`src/rtl/param_alu.sv`:
```
// Multi-cycle parameterised ALU: single-cycle add/sub/logic/shift, iterative
// shift-add multiply, registered result and flags held until the next operation.
module param_alu #(
   parameter int unsigned WIDTH = 16
) (
   input  logic                 clk,
   input  logic                 reset,
   input  logic                 start,
   input  logic [2:0]           opcode,
   input  logic [WIDTH-1:0]     a,
   input  logic [WIDTH-1:0]     b,
   output logic                 busy,
   output logic                 done,
   output logic [2*WIDTH-1:0]   result,
   output logic                 zero,
   output logic                 carry,
   output logic                 illegal
);

   localparam int unsigned W2 = 2 * WIDTH;
   localparam int unsigned CW = $clog2(WIDTH);

   typedef enum logic [1:0] {
      IDLE,
      MUL,
      DONE
   } state_t;

   state_t            r_state;
   logic              r_busy;
   logic              r_done;
   logic [W2-1:0]     r_result;
   logic              r_zero;
   logic              r_carry;
   logic              r_illegal;
   logic [W2-1:0]     r_mcand;
   logic [WIDTH-1:0]  r_b;
   logic [W2-1:0]     r_acc;
   logic [CW-1:0]     r_cnt;

   logic [WIDTH:0]    w_sum;
   logic [WIDTH:0]    w_diff;
   logic [W2-1:0]     w_alu_res;
   logic              w_alu_carry;
   logic              w_alu_ill;
   logic [W2-1:0]     w_mul_acc;

   // Single-cycle ops finish on the accepting edge, so they are evaluated from
   // the live inputs; the captured copies only feed the multiplier.
   always_comb begin
      w_sum       = {1'b0, a} + {1'b0, b};
      w_diff      = {1'b0, a} - {1'b0, b};
      w_alu_res   = '0;
      w_alu_carry = 1'b0;
      w_alu_ill   = 1'b0;
      case (opcode)
         3'b000: begin
            w_alu_res   = {{(WIDTH-1){1'b0}}, w_sum};
            w_alu_carry = w_sum[WIDTH];
         end
         3'b001: begin
            w_alu_res   = {{(WIDTH-1){w_diff[WIDTH]}}, w_diff};
            w_alu_carry = ~w_diff[WIDTH];
         end
         3'b011: w_alu_res = {{WIDTH{1'b0}}, a & b};
         3'b100: w_alu_res = {{WIDTH{1'b0}}, a | b};
         3'b101: w_alu_res = {{WIDTH{1'b0}}, a ^ b};
         3'b110: w_alu_res = W2'(a) << b[CW-1:0];
         3'b111: w_alu_ill = 1'b1;
         default: w_alu_res = '0;
      endcase
   end

   assign w_mul_acc = r_acc + (r_b[r_cnt] ? r_mcand : '0);

   always_ff @(posedge clk) begin
      if (reset) begin
         r_state   <= IDLE;
         r_busy    <= 1'b0;
         r_done    <= 1'b0;
         r_result  <= '0;
         r_zero    <= 1'b1;
         r_carry   <= 1'b0;
         r_illegal <= 1'b0;
         r_mcand   <= '0;
         r_b       <= '0;
         r_acc     <= '0;
         r_cnt     <= '0;
      end else begin
         case (r_state)
            IDLE: begin
               if (start) begin
                  r_mcand <= W2'(a);
                  r_b     <= b;
                  r_acc   <= '0;
                  r_cnt   <= '0;
                  r_busy  <= 1'b1;
                  if (opcode == 3'b010) begin
                     r_state <= MUL;
                  end else begin
                     r_state   <= DONE;
                     r_done    <= 1'b1;
                     r_result  <= w_alu_res;
                     r_zero    <= (w_alu_res == '0);
                     r_carry   <= w_alu_carry;
                     r_illegal <= w_alu_ill;
                  end
               end
            end
            MUL: begin
               r_acc   <= w_mul_acc;
               r_mcand <= {r_mcand[W2-2:0], 1'b0};
               r_cnt   <= r_cnt + 1'b1;
               if (r_cnt == CW'(WIDTH - 1)) begin
                  r_state   <= DONE;
                  r_done    <= 1'b1;
                  r_result  <= w_mul_acc;
                  r_zero    <= (w_mul_acc == '0);
                  r_carry   <= 1'b0;
                  r_illegal <= 1'b0;
               end
            end
            DONE: begin
               r_state <= IDLE;
               r_done  <= 1'b0;
               r_busy  <= 1'b0;
            end
            default: begin
               r_state <= IDLE;
               r_done  <= 1'b0;
               r_busy  <= 1'b0;
            end
         endcase
      end
   end

   assign busy    = r_busy;
   assign done    = r_done;
   assign result  = r_result;
   assign zero    = r_zero;
   assign carry   = r_carry;
   assign illegal = r_illegal;

endmodule

```
`config.mk`:
```
export PLATFORM = sky130hd
export DESIGN_NAME = param_alu
export DESIGN_NICKNAME = d
export VERILOG_FILES = /design/src/rtl/param_alu.sv
export SDC_FILE = /design/constraint.sdc
export NUM_CORES = 1
export LEC_CHECK = 0
export CORE_MARGIN = 2
export CORE_UTILIZATION = 38
export CTS_CLUSTER_DIAMETER = 200
export CTS_CLUSTER_SIZE = 10
export DETAILED_ROUTE_END_ITERATION = 10
export PLACE_DENSITY_LB_ADDON = 0.08
export SYNTH_ARGS = -nofsm -noshare
export SYNTH_HDL_FRONTEND = slang
export SYNTH_SLANG_ARGS = --single-unit
```
`constraint.sdc`:
```
create_clock -name clk -period 6.6 [get_ports clk]
set_input_delay 1.32 -clock clk [delete_from_list [all_inputs] [get_ports clk]]
set_output_delay 1.32 -clock clk [all_outputs]
set_load 0.02 [all_outputs]
```
==> metrics.txt <==
CTS Hold Bufs 0; Area Overhead vs Synth 14.54%; core box area ~28000 µm²; drt pass-1 iters 7; Rows 61; FF+latch area about 2500 µm²; final worst slack about 1.2 ns; placed cell areas 11700 µm²; Post-synth top flop dfxtp_1; Starting DRT DRC Count approximately 1100; Tot GR Track Use between 20% and 30%; Comb pwr share between 20% and 30%; Psw about 0.77 mW; WL met2 between 15000 and 20000 µm; largest net degree at the start of global routing 74; die area 29560 µm²; ys async rst share 0%; share of layout cells above drive strength 1 between 7 and 8%; CP arrival approximately 5.7 ns; WL met3 2426 µm; Detailed Route WL roughly 40000 µm; drt wl/cell roughly 22 µm; status complete, no violations; mapped cell area approximately 11000 µm²; clock skew 0.02447 ns; final hold viol count 0; PD cells 188.2 nW/µm²; number of global-route vias before repair approximately 10000; filler cell count between 2000 and 3000; cts repair resizes 0; #FFs+latches synth around 120; Clk pwr share around two fifths; fin crit share slightly above 80%; Root Buffer clkbuf_16; htree depth 4; post-route cell area around 12000 µm²; CTS clk-pin slew, worst paths approximately 0.060 ns; post-CTS setup buffers 0; Flop pwr share between 30% and 40%; M1 wire length between 15000 and 20000 µm; fin nets approximately 1600; DR vias/cell around 6.0; Min Hold Slack between 0.4 and 0.5 ns; Pint approximately 1.5 mW; Slew @ Worst Pin ~1.1 ns; number of enable flip-flop cells after synthesis 0; pre-CTS WS 1.201 ns; maximum buffer depth of the clock tree 2; worst setup path category flip-flop to flip-flop; CTS Buf Count 17; commonest non-fill, non-tap cell in the layout a21oi_1; leak pwr slightly below 5 nW; Avg Cell Area, Syn around 7.3 µm²; first-pass GRT wire length roughly 62000 µm; antenna violations before repair 0; gpl congestion slightly above 0.9; Max Cap Viol 0; TritonCTS clock tree done; input/output buffers 74; Slew Viols, Final 0; minimum clock period between 5 and 6 ns; chip width about 170 µm; critical path required time roughly 7.0 ns; highest routed layer met4; Switching Share between 30% and 40%; DRC 0; Final ANT Viol Nets 0; area of the multi-input gates 7630 µm²; Syn. warnings 0; maximum clock frequency ~190 MHz; Netlist cell types just over 80; Worst-Skew Late Latency roughly 0.43 ns; final setup TNS 0 ns; DPL Wire Length roughly 30000 µm; Post-Syn Nets roughly 1600; Final Setup Violations 0; vias post-DR 11120; Cells after Synth approximately 1500; RSZ-0062 raised after global routing no; sequential share of the synthesized area about 23%; most frequent cells in the layout a21oi_1, nand2_1, nor2_1, dfxtp_1, ha_1; Design Power around 2.3 mW; Setup crit start kind flip-flop; Chip Height around 170 µm; worst-path fanout max 32; global route overflow 0; Top Ports between 70 and 80; maximum vdd drop ~0.13 mV; clk sinks roughly 120; type of destination of the critical path flip-flop; # diodes 0; worst rel slew slack a little over a quarter; Hold Path Class flip-flop to flip-flop; Initial Utilization roughly two fifths
## Yosys cell counts, types with 20 or more instances
cell type,count,share of area (%)
inv_1,55,1.9
a21oi_1,169,7.9
clkbuf_1,86,3.0
nor2_1,154,5.4
nor3_1,44,2.1
mux2i_1,20,1.9
a22oi_1,23,1.6
nand3_1,39,1.8
o21ai_0,75,3.5
dfxtp_1,123,23
nand4_1,20,1.2
and2_1,35,2.0
nand2_1,165,5.8
nor2b_1,23,1.3
ha_1,81,9.5
## power by group through the flow
stage	Sequential, mW	Clock, mW	Combinational (mW)
finish	0.801	0.940	0.569
global route	0.805	0.991	0.619
floorplan	0.826	0	0.340
CTS	0.801	0.958	0.563
detailed placement	0.818	0	0.561
global placement	0.818	0	0.561
## worst max-delay path: stages (launching register included)
cell       delay (ns)
dfxtp_1          0.53
mux4_2           0.55
mux4_2           0.76
and2_1           0.28
ha_1             0.21
fa_1             0.43
a21o_1           0.19
nand4_1          0.16
a21oi_2          0.12
o2111ai_1        0.38
nand2_1          0.13
o311a_1          0.42
or4b_1           0.52
or4_1            0.48
nand3_1          0.09
## layer usage
metal,up-vias,global-route usage (%)
met5,-,0
met4,0,6.321
met3,39,3.319
met2,385,41.16
met1,5376,41.61
li1,5321,-
## registers in the layout (all words and copies together), names as in the netlist, 2 cells and up
register  cells
r_acc        32
r_mcand      32
result       32
r_b          16
r_cnt         4
r_state       2
## logic make-up after synthesis
family,Yosys count,share of synthesized area [%]
and+or+nand+nor,577,26.25
DFF,123,22.98
xor gates and xnor gates,27,2.207
AOI/OAI and AO/OA,440,26.20
muxes,47,6.316
adders and majority gates,84,10.02
buffers and inverters,166,6.036
## through the flow
stage / util (%) / std cells
6_report: 44.18 / 1861
5_1_grt: 44.18 / 1861
4_1_cts: 44.18 / 1861
3_5_place_dp: 42.11 / 1830
3_3_place_gp: 42.11 / 1830
2_1_floorplan: - / 1464
## path summary, 6_finish.rpt
| path | start | end | slack [ns] | cells after the start |
|---|---|---|---|---|
| max | r_cnt[0] | zero | 1.25 | 14 |
| min | result[23] | result[23] | 0.45 | 2 |
| max reg2reg | r_cnt[0] | zero | 1.25 | 14 |
| min reg2reg | result[23] | result[23] | 0.45 | 2 |
## layout make-up
type | count | share of cell area (%)
Clock buffer | 17 | 3.466
Clock inverter | 14 | 1.223
Inverter | 55 | 1.682
Multi-Input combinational cell | 1175 | 62.16
Sequential cell | 123 | 20.07
Tap cell | 378 | 3.853
Timing Repair Buffer | 99 | 7.543
Power figures use the tool's default switching activity.
